`config.mk`:
```
export PLATFORM = sky130hd
export DESIGN_NAME = imem_arbiter_flat
export DESIGN_NICKNAME = d
export VERILOG_FILES = /design/src/rtl/imem_arb_pkg.sv /design/src/rtl/imem_arbiter_if.sv /design/src/rtl/imem_starve_counter.sv /design/src/rtl/imem_arbiter.sv /design/src/flat_wrapper.sv
export SDC_FILE = /design/constraint.sdc
export NUM_CORES = 1
export LEC_CHECK = 0
export CAP_MARGIN = 20
export CORE_AREA = 2 2 95 97
export CTS_CLUSTER_SIZE = 40
export DETAILED_ROUTE_END_ITERATION = 10
export DIE_AREA = 0 0 97 99
export GPL_TIMING_DRIVEN = 1
export PLACE_DENSITY = 0.62
export SKIP_CTS_REPAIR_TIMING = 1
export SYNTH_ARGS = -nofsm -noshare
export SYNTH_HDL_FRONTEND = slang
export SYNTH_SLANG_ARGS = --single-unit
```
`constraint.sdc`:
```
create_clock -name clk -period 1.9 [get_ports clk]
set_clock_uncertainty 0.05 [all_clocks]
set_input_delay 0.285 -clock clk [delete_from_list [all_inputs] [get_ports clk]]
set_output_delay 0.285 -clock clk [all_outputs]
set_load 0.02 [all_outputs]
```
`src/rtl/imem_arb_pkg.sv`:
```
// rtl/imem_arb_pkg.sv - shared types and defaults for the instruction memory arbiter
package imem_arb_pkg;

    typedef enum logic [1:0] {
        BOOT  = 2'd0,
        RUN   = 2'd1,
        DRAIN = 2'd2
    } arb_state_e;

    typedef enum logic {
        OWN_FETCH = 1'b0,
        OWN_LD    = 1'b1
    } owner_e;

    localparam int STARVE_MAX_DEF = 8;

endpackage

```
`src/rtl/imem_arbiter_if.sv`:
```
// rtl/imem_arbiter_if.sv - fetch, loader and memory-macro signals of the imem arbiter
// fetch_err exists only when IMEM_ARB_ALIGN_CHECK_EN is defined.
interface imem_arbiter_if #(
    parameter int ADDR_W = 10
);
    logic              fetch_req;
    logic [31:0]       fetch_addr;
    logic              fetch_gnt;
    logic              fetch_rvalid;
    logic [31:0]       fetch_rdata;
`ifdef IMEM_ARB_ALIGN_CHECK_EN
    logic              fetch_err;
`endif
    logic              ld_req;
    logic              ld_we;
    logic [31:0]       ld_addr;
    logic [31:0]       ld_wdata;
    logic              ld_gnt;
    logic              ld_rvalid;
    logic [31:0]       ld_rdata;
    logic              ld_done;
    logic              ld_halt;
    logic              core_hold;
    logic              mem_en;
    logic              mem_we;
    logic [ADDR_W-1:0] mem_addr;
    logic [31:0]       mem_wdata;
    logic [31:0]       mem_rdata;

    modport slave (
`ifdef IMEM_ARB_ALIGN_CHECK_EN
        output fetch_err,
`endif
        input  fetch_req, fetch_addr,
        output fetch_gnt, fetch_rvalid, fetch_rdata,
        input  ld_req, ld_we, ld_addr, ld_wdata, ld_done, ld_halt,
        output ld_gnt, ld_rvalid, ld_rdata, core_hold,
        output mem_en, mem_we, mem_addr, mem_wdata,
        input  mem_rdata
    );

    modport master (
`ifdef IMEM_ARB_ALIGN_CHECK_EN
        input  fetch_err,
`endif
        output fetch_req, fetch_addr,
        input  fetch_gnt, fetch_rvalid, fetch_rdata,
        output ld_req, ld_we, ld_addr, ld_wdata, ld_done, ld_halt,
        input  ld_gnt, ld_rvalid, ld_rdata, core_hold,
        input  mem_en, mem_we, mem_addr, mem_wdata,
        output mem_rdata
    );

endinterface

```
`src/rtl/imem_starve_counter.sv`:
```
// rtl/imem_starve_counter.sv - saturating count of consecutive denied loader cycles
module imem_starve_counter
    import imem_arb_pkg::*;
#(
    parameter int STARVE_MAX = STARVE_MAX_DEF
) (
    input  logic clk,
    input  logic rst,
    input  logic inc,
    input  logic clr,
    output logic at_max
);

    localparam int            CW   = $clog2(STARVE_MAX + 1);
    localparam logic [CW-1:0] MAXV = CW'(STARVE_MAX);

    logic [CW-1:0] cnt;

    always_ff @(posedge clk or posedge rst) begin
        if (rst) begin
            cnt <= '0;
        end else if (clr) begin
            cnt <= '0;
        end else if (inc && cnt != MAXV) begin
            cnt <= cnt + CW'(1);
        end
    end

    assign at_max = (cnt == MAXV);

endmodule

```
`src/rtl/imem_arbiter.sv`:
```
// rtl/imem_arbiter.sv - boot sequencer and fetch/loader arbiter for the single-port imem
// Optional misaligned-fetch error response: IMEM_ARB_ALIGN_CHECK_EN.
module imem_arbiter
    import imem_arb_pkg::*;
#(
    parameter int ADDR_W     = 10,
    parameter int STARVE_MAX = STARVE_MAX_DEF
) (
    input  logic           clk,
    input  logic           rst,
    imem_arbiter_if.slave  bus
);

    arb_state_e state;
    owner_e     owner_q;
    logic       core_hold_q;
    logic       rd_pend_q;
    logic       err_q;

    logic fetch_gnt;
    logic ld_gnt;
    logic fetch_mis;
    logic fetch_mem;
    logic at_max;
    logic starve_inc;
    logic fetch_rvalid;
    logic ld_rvalid;
    logic unused_addr_bits;

    // Grants are gated by rst so nothing reaches the macro while reset is held.
    always_comb begin
        fetch_gnt = 1'b0;
        ld_gnt    = 1'b0;
        if (!rst) begin
            case (state)
                BOOT: ld_gnt = bus.ld_req;
                RUN: begin
                    fetch_gnt = bus.fetch_req && !at_max;
                    ld_gnt    = bus.ld_req && !fetch_gnt;
                end
                default: ;
            endcase
        end
    end

`ifdef IMEM_ARB_ALIGN_CHECK_EN
    assign fetch_mis = fetch_gnt && (bus.fetch_addr[1:0] != 2'b00);
`else
    assign fetch_mis = 1'b0;
`endif

    assign fetch_mem     = fetch_gnt && !fetch_mis;
    assign bus.fetch_gnt = fetch_gnt;
    assign bus.ld_gnt    = ld_gnt;
    assign bus.mem_en    = fetch_mem || ld_gnt;
    assign bus.mem_we    = ld_gnt && bus.ld_we;
    assign bus.mem_addr  = fetch_gnt ? bus.fetch_addr[ADDR_W+1:2] :
                           ld_gnt    ? bus.ld_addr[ADDR_W+1:2]    : '0;
    assign bus.mem_wdata = (ld_gnt && bus.ld_we) ? bus.ld_wdata : '0;

    assign unused_addr_bits = ^{bus.fetch_addr[31:ADDR_W+2], bus.fetch_addr[1:0],
                                bus.ld_addr[31:ADDR_W+2], bus.ld_addr[1:0]};

    assign starve_inc = (state == RUN) && bus.ld_req && !ld_gnt;

    imem_starve_counter #(
        .STARVE_MAX (STARVE_MAX)
    ) u_starve (
        .clk    (clk),
        .rst    (rst),
        .inc    (starve_inc),
        .clr    (!starve_inc),
        .at_max (at_max)
    );

    always_ff @(posedge clk or posedge rst) begin
        if (rst) begin
            state       <= BOOT;
            core_hold_q <= 1'b1;
            rd_pend_q   <= 1'b0;
            owner_q     <= OWN_FETCH;
            err_q       <= 1'b0;
        end else begin
            // A misaligned fetch is still a read from the core's view: it gets a response.
            rd_pend_q <= fetch_gnt || (ld_gnt && !bus.ld_we);
            err_q     <= fetch_mis;
            if (fetch_gnt) begin
                owner_q <= OWN_FETCH;
            end else if (ld_gnt && !bus.ld_we) begin
                owner_q <= OWN_LD;
            end
            case (state)
                BOOT: begin
                    if (bus.ld_done) begin
                        state       <= RUN;
                        core_hold_q <= 1'b0;
                    end
                end
                RUN: begin
                    if (bus.ld_halt) begin
                        state       <= DRAIN;
                        core_hold_q <= 1'b1;
                    end
                end
                default: begin
                    if (!rd_pend_q) begin
                        state <= BOOT;
                    end
                end
            endcase
        end
    end

    assign fetch_rvalid     = rd_pend_q && (owner_q == OWN_FETCH);
    assign ld_rvalid        = rd_pend_q && (owner_q == OWN_LD);
    assign bus.fetch_rvalid = fetch_rvalid;
    assign bus.ld_rvalid    = ld_rvalid;
    assign bus.fetch_rdata  = (fetch_rvalid && !err_q) ? bus.mem_rdata : '0;
    assign bus.ld_rdata     = ld_rvalid ? bus.mem_rdata : '0;
    assign bus.core_hold    = core_hold_q;
`ifdef IMEM_ARB_ALIGN_CHECK_EN
    assign bus.fetch_err    = fetch_rvalid && err_q;
`endif

endmodule

```
`src/flat_wrapper.sv`:
```
// flat-port wrapper written by rule: the top's interface ports become plain ports
module imem_arbiter_flat import imem_arb_pkg::*;
#(
    parameter int ADDR_W     = 10,
    parameter int STARVE_MAX = STARVE_MAX_DEF
)
  (clk, rst, bus_fetch_req, bus_fetch_addr, bus_fetch_gnt, bus_fetch_rvalid, bus_fetch_rdata, bus_ld_req, bus_ld_we, bus_ld_addr, bus_ld_wdata, bus_ld_done, bus_ld_halt, bus_ld_gnt, bus_ld_rvalid, bus_ld_rdata, bus_core_hold, bus_mem_en, bus_mem_we, bus_mem_addr, bus_mem_wdata, bus_mem_rdata);
  imem_arbiter_if #(.ADDR_W(ADDR_W)) bus_i ();
  input  logic clk;
  input  logic rst;
  input wire logic [$bits(bus_i.fetch_req)-1:0] bus_fetch_req;
  input wire logic [$bits(bus_i.fetch_addr)-1:0] bus_fetch_addr;
  output wire logic [$bits(bus_i.fetch_gnt)-1:0] bus_fetch_gnt;
  output wire logic [$bits(bus_i.fetch_rvalid)-1:0] bus_fetch_rvalid;
  output wire logic [$bits(bus_i.fetch_rdata)-1:0] bus_fetch_rdata;
  input wire logic [$bits(bus_i.ld_req)-1:0] bus_ld_req;
  input wire logic [$bits(bus_i.ld_we)-1:0] bus_ld_we;
  input wire logic [$bits(bus_i.ld_addr)-1:0] bus_ld_addr;
  input wire logic [$bits(bus_i.ld_wdata)-1:0] bus_ld_wdata;
  input wire logic [$bits(bus_i.ld_done)-1:0] bus_ld_done;
  input wire logic [$bits(bus_i.ld_halt)-1:0] bus_ld_halt;
  output wire logic [$bits(bus_i.ld_gnt)-1:0] bus_ld_gnt;
  output wire logic [$bits(bus_i.ld_rvalid)-1:0] bus_ld_rvalid;
  output wire logic [$bits(bus_i.ld_rdata)-1:0] bus_ld_rdata;
  output wire logic [$bits(bus_i.core_hold)-1:0] bus_core_hold;
  output wire logic [$bits(bus_i.mem_en)-1:0] bus_mem_en;
  output wire logic [$bits(bus_i.mem_we)-1:0] bus_mem_we;
  output wire logic [$bits(bus_i.mem_addr)-1:0] bus_mem_addr;
  output wire logic [$bits(bus_i.mem_wdata)-1:0] bus_mem_wdata;
  input wire logic [$bits(bus_i.mem_rdata)-1:0] bus_mem_rdata;
  assign bus_i.fetch_req = bus_fetch_req;
  assign bus_i.fetch_addr = bus_fetch_addr;
  assign bus_fetch_gnt = bus_i.fetch_gnt;
  assign bus_fetch_rvalid = bus_i.fetch_rvalid;
  assign bus_fetch_rdata = bus_i.fetch_rdata;
  assign bus_i.ld_req = bus_ld_req;
  assign bus_i.ld_we = bus_ld_we;
  assign bus_i.ld_addr = bus_ld_addr;
  assign bus_i.ld_wdata = bus_ld_wdata;
  assign bus_i.ld_done = bus_ld_done;
  assign bus_i.ld_halt = bus_ld_halt;
  assign bus_ld_gnt = bus_i.ld_gnt;
  assign bus_ld_rvalid = bus_i.ld_rvalid;
  assign bus_ld_rdata = bus_i.ld_rdata;
  assign bus_core_hold = bus_i.core_hold;
  assign bus_mem_en = bus_i.mem_en;
  assign bus_mem_we = bus_i.mem_we;
  assign bus_mem_addr = bus_i.mem_addr;
  assign bus_mem_wdata = bus_i.mem_wdata;
  assign bus_i.mem_rdata = bus_mem_rdata;
  imem_arbiter #(.ADDR_W(ADDR_W), .STARVE_MAX(STARVE_MAX)) u_core (.clk(clk), .rst(rst), .bus(bus_i));
endmodule
```
==> results.cfg, run 1 <==
[cells_and_area]
drive_above_1_share_pct = 29.62
final_cell_mix = clkdlybuf4s50_1, dlymetal6s2s_1, and3_1
diodes = 0
layout_commonest_cell = clkdlybuf4s50_1
fin_nets = 560
syn_to_final_growth_pct = 200.7
final_cell_count_no_fill = 530

[placement]
portBuffers = 203
dp_cells = 517
dp_slack_ns = -0.6369
gp_congestion = 0.8373
dpl.hpwl_mm = 6.385

[clock_network]
cts_root_buffer = clkbuf_8
cts_made_buffers = 3
cts_sinks = 9
clk_pin_slew_ns = 0.05
htreeDepth = 1
cts.path.max_buffers = 2
cts_tree = yes
clk_latency_ns = 0.23

[timing]
relSlewSlack_pct = 76.38
max_freq_mhz = 460.1
post-route-min-period_ns = 2.174
setup_viol = 44
fin_crit_sh_pct = 114.4
finalMaxSlewViolations = 0
hold_viol = 0
hold-worst-slack_ns = 0.4346
fin_ws_ns = -0.2735
tightest_slew_ns = 0.3539
rsz0062_at_grt = true

[yosys]
synthSimpleGateAreaFrac_pct = 60.70
yosys.area.top_type = and3_1
synth_area_leaders = and3_1, and2_1, dfrtp_1
synth_cells = 203
synth_compound_area_share_pct = 10.52
ys_types = 30
synth.net_count = 340
yosysSeqAreaShare_pct = 16.28
ys_ff_latch = 9
syn_area_mm2 = 0.001391
synth.mux.area_fraction_pct = 0
ys_warn_count = 0
synth_fa_ha_area_share_pct = 1.799
synth_xor_area_share_pct = 1.259
avgSynthCellArea_um2 = 6.854
synth_top_area_share_pct = 28.78
synth_top_family_by_area = simple AND/OR/NAND/NOR gates

[setup_path]
critPathArrivalTime_ns = 1.84
cp_max_fo = 9
reg2reg_to = u_core.u_starve.cnt[0]
rr_worst_depth = 8
r2r-start = u_core.u_starve.cnt[0]
crit_path_max_incr_delay_ns = 0.38
cp_data_required_time_ns = 1.56
critPathKind = reg -> out
critPathMostFrequentCell = buf_6
cp_slowest_cell = dfrtp_1
critPathLaunchType = flip-flop
crit_chain = inv_2, ha_4, nand3b_4, a211oi_4, buf_6, clkbuf_16, and3_4, buf_6
r2r_slack_ns = 0.10
critPathCapture = bus_mem_wdata[4]
end_kind = primary output
critPathLaunch = u_core.u_starve.cnt[0]

[pwr]
swShare_pct = 44.21
ir_worst_vdd_mv = 0.3627
internal-power_uw = 1360
switchingPower_uw = 1077
power_frac_clock_pct = 8.9
powerDensity_mw_per_mm2 = 582.4
comb_power_share_pct = 79.1
leakagePower_uw = 0.002967
power_frac_seq_pct = 11.9

[floorplanning]
die_w_um = 97
core_area_mm2 = 0.008551
die_area_mm2 = 0.009603
die_y_um = 99
start_util_pct = 16.27
pin_count = 248
rows = 34

[detailed_routing]
wl_per_cell_um = 16.48
dr_total_vias = 2370
drc = 0
drtIter0Drc = 54
vias_per_cell = 4.472
drtAntennaViolNets = 0
dr.pass1.iters = 5
wirelength_mm = 8.736

[outcome]
violations = setup timing
outcome = finished, violations left

[global_route]
antenna_found_initial = 0
grtUsageTotal_pct = 14.65
grt_max_degree = 35
grt_overflow = 0
grt_first_pass_wirelength_mm = 11.65
grt_pass1_vias = 2158

[job]
drv_cap = 0

[hold_path]
hp-class = in -> async
-- power by group through the flow --
stage,registers [uW],logic (uW),clock network [uW]
finish,291,1930,218
global route,295,2050,241
CTS,280,1780,223
detailed placement,282,1770,0
global placement,284,1750,0
floorplan,321,815,0
-- synthesized netlist by cell type --
cell,number
and3_1,64
and2_1,36
clkbuf_1,18
nand3_1,12
o21ai_0,11
nand4_1,10
a21oi_1,8
dfrtp_1,8
inv_1,5
buf_6,4
nand2_1,3
nor2_1,3
ha_1,2
nand2b_1,2
nor3_1,2
a211oi_4,1
a31oi_1,1
dfstp_2,1
nand3b_1,1
nand3b_2,1
nor2b_1,1
o211ai_1,1
o21ba_2,1
o31ai_1,1
or2_1,1
or2_2,1
or3_1,1
or4_1,1
xnor2_1,1
xor2_1,1
-- registers in the layout, summed over array words and instances, names as in the netlist --
| name | cells |
|---|---|
| u_core.state | 2 |
| u_core.bus.core_hold | 1 |
| u_core.u_starve.cnt | 4 |
| u_core.rd_pend_q | 1 |
| u_core.owner_q | 1 |
-- critical path, delay by kind of cell (launching register included) --
family | cells | cell delay (ns)
AOI/OAI and AO/OA | 1 | 0.29
DFF | 1 | 0.38
adders and majority gates | 1 | 0.14
and+or+nand+nor | 2 | 0.28
buffers and inverters | 4 | 0.52
-- cell families after synthesis --
| logic type | after synthesis |
|---|---|
| AOI/OAI and AO/OA | 24 |
| xor gates and xnor gates | 2 |
| adders and majority gates | 2 |
| buffers and inverters | 27 |
| DFF | 9 |
| and+or+nand+nor | 139 |
-- per-layer routing --
metal	vias to the layer above	share of wire, %	global-route usage (%)
met5	-	0	0
met4	0	0.70	1.625
met3	8	4.5	2.624
met2	89	51	24.95
met1	1114	44	20.03
li1	1159	-	-
-- how the worst min path moves through the flow --
stage                               startpoint                    to  slack [ns]  cells after the start
after floorplan                            rst        u_core.owner_q        0.06                      1
after global placement    u_core.bus.core_hold  u_core.bus.core_hold        0.48                      2
after detailed placement  u_core.bus.core_hold  u_core.bus.core_hold        0.47                      2
after CTS                                  rst       u_core.state[0]        0.44                      3
after global routing                       rst       u_core.state[0]        0.49                      3
final                                      rst       u_core.state[0]        0.43                      3
-- per-stage QoR --
| stage | total power (uW) | setup TNS [ns] | utilization, % | cell area, um2 |
|---|---|---|---|---|
| detailed placement | 2051 | -26.76 | 43.01 | 3677 |
| CTS | 2279 | -41.60 | 43.55 | 3724 |
| global route | 2590 | -11.24 | 48.93 | 4184 |
| floorplan | 1136 | -0.1792 | - | 1410 |
| global placement | 2033 | -26.24 | 43.01 | 3677 |
| finish | 2437 | -8.230 | 48.93 | 4184 |
-- area by class of cell --
class / instances / area [um2]
clock inverter: 1 / 5.005
multi-input combinational: 168 / 1217
fill: 849 / 4367
sequential: 9 / 226.5
timing repair buffer: 236 / 2540
tap: 108 / 135.1
clock buffer: 3 / 41.29
inverter: 5 / 18.77
(Power assumes the default switching activity.)
==> run 2, diff against run 1 <==
Settings changed: SLEW_MARGIN set to 30.
==> results of run 2 <==
The final DEF is identical to that of run 1; final timing and power are the same.
==> run 3, diff against run 2 <==
Settings changed: RECOVER_POWER set to 50.
==> run 3 against run 2 <==
  * Critical path depth unchanged
  * Sequential share of layout area about the same
  * Register-to-register slack is essentially flat
  * The run still ends with setup timing left
==> results.cfg, run 3 (synthesized netlist as in run 1, its figures left out) <==
[floorplanning]
die_area_mm2 = 0.009603
rows = 34
die_w_um = 97
start_util_pct = 16.27
pin_count = 248
die_y_um = 99
core_area_mm2 = 0.008551

[cells_and_area]
final_cell_mix = clkdlybuf4s50_1, dlymetal6s2s_1, and3_1
final_area_mm2 = 0.004180
drive_above_1_share_pct = 29.38
diodes = 0
multi_input_area_mm2 = 0.001217
syn_to_final_growth_pct = 200.4
regMostFlops = u_core.u_starve.cnt
fin_nets = 560
nFillCells = 849
layout_commonest_cell = clkdlybuf4s50_1
largest_reg_flops = 4
seq_area_um2 = 226.5
reg_top3 = u_core.u_starve.cnt (4), u_core.state (2)

[clock_network]
htreeDepth = 1
clk_latency_ns = 0.23
cts_sinks = 9
cts.path.max_buffers = 2
cts_tree = yes
cts_root_buffer = clkbuf_8
cts_made_buffers = 3
clk_pin_slew_ns = 0.05

[setup_path]
critPathLaunch = u_core.u_starve.cnt[0]
rr_worst_depth = 8
crit_family = buffers and inverters
critPathMostFrequentCell = buf_6
crit_path_max_incr_delay_ns = 0.38
critPathArrivalTime_ns = 1.84
end_kind = primary output
r2r_slack_ns = 0.10
cp_max_fo = 9
reg2reg_to = u_core.u_starve.cnt[0]
cp_slowest_cell = dfrtp_1
critPathCapture = bus_mem_wdata[4]
r2r-start = u_core.u_starve.cnt[0]
critPathLaunchType = flip-flop
crit_cells = 8
crit_buf_inv = 4
crit_chain = inv_2, ha_4, nand3b_4, a211oi_4, buf_6, clkbuf_16, and3_4, buf_6
critPathKind = reg -> out
cp_data_required_time_ns = 1.56

[pwr]
powerDensity_mw_per_mm2 = 580.9
power_frac_clock_pct = 9.0
ir_worst_vdd_mv = 0.3624
comb_power_share_pct = 79.1
internal-power_uw = 1352
leakagePower_uw = 0.002963
swShare_pct = 44.32
total_power_uw = 2428
power_frac_seq_pct = 12.0
switchingPower_uw = 1076

[placement]
dpl.hpwl_mm = 6.385
portBuffers = 203
gp_congestion = 0.8373
postPlaceCellArea_mm2 = 0.003677

[timing]
tightest_slew_ns = 0.3533
fin_ws_ns = -0.2740
relSlewSlack_pct = 76.42
post-route-min-period_ns = 2.174
rsz0062_at_grt = true
hold_viol = 0
finalMaxSlewViolations = 0
fin_crit_sh_pct = 114.4
setup_viol = 44
max_freq_mhz = 460.0

[global_route]
antenna_found_initial = 0
grt_first_pass_wirelength_mm = 11.65
grt_overflow = 0
grt_max_degree = 35
grtUsageTotal_pct = 14.65
grt_pass1_vias = 2158

[detailed_routing]
drc = 0
drtIter0Drc = 54
dr.pass1.iters = 5
vias_per_cell = 4.479
drtAntennaViolNets = 0
wirelength_mm = 8.726
dr_total_vias = 2374
wl_per_cell_um = 16.46

[hold_path]
hp-class = in -> async

[outcome]
violations = setup timing
outcome = finished, violations left

[job]
drv_cap = 0
## run 3: changes by cell type in the layout (fill, tap and decap cells not counted), sizes merged
cell	delta
clkbuf	+2
buf	-2
## run 3: power by group through the flow
stage / Combinational, uW / Clock, uW / Sequential (uW)
floorplan: 815 / 0 / 321
global placement: 1750 / 0 / 284
detailed placement: 1770 / 0 / 282
CTS: 1780 / 223 / 280
global route: 2050 / 241 / 294
finish: 1920 / 218 / 291
## run 3: worst min-delay path, stage by stage
cell	delay [ns]
clkdlybuf4s50_1	0.42
clkbuf_4	0.15
inv_1	0.27
## run 3: metal layers
layer | GRT usage, % | wire length (um) | vias up | share of wire (%)
met5 | 0 | 0 | - | 0
met4 | 1.625 | 61 | 0 | 0.70
met3 | 2.624 | 391 | 8 | 4.5
met2 | 24.95 | 4454 | 93 | 51
met1 | 20.03 | 3818 | 1114 | 44
li1 | - | - | 1159 | -
## run 3: how the worst min path moves through the flow
stage                            to  slack (ns)  depth (start not counted)
2_1_floorplan        u_core.owner_q        0.06                          1
4_1_cts             u_core.state[0]        0.44                          3
3_5_place_dp   u_core.bus.core_hold        0.47                          2
5_1_grt             u_core.state[0]        0.50                          3
3_3_place_gp   u_core.bus.core_hold        0.48                          2
6_report            u_core.state[0]        0.43                          3
## run 3: cell type report
type                       count  share of cell area, %
sequential                     9                  5.418
clock buffer                   3                 0.9877
tap                          108                  3.233
multi-input combinational    168                  29.12
clock inverter                 1                 0.1197
timing repair buffer         236                  60.67
inverter                       5                 0.4490
## run 3: metrics by stage
step	cells	setup WS, ns	TNS, ns	hold WS [ns]	utilization [%]
floorplan	203	-0.01992	-0.1792	0.06220	-
finish	530	-0.2740	-8.255	0.4345	48.89
CTS	521	-0.7676	-41.60	0.4445	43.55
global route	530	-0.3414	-11.24	0.4981	48.89
global placement	517	-0.6086	-26.24	0.4794	43.01
detailed placement	517	-0.6369	-26.76	0.4727	43.01
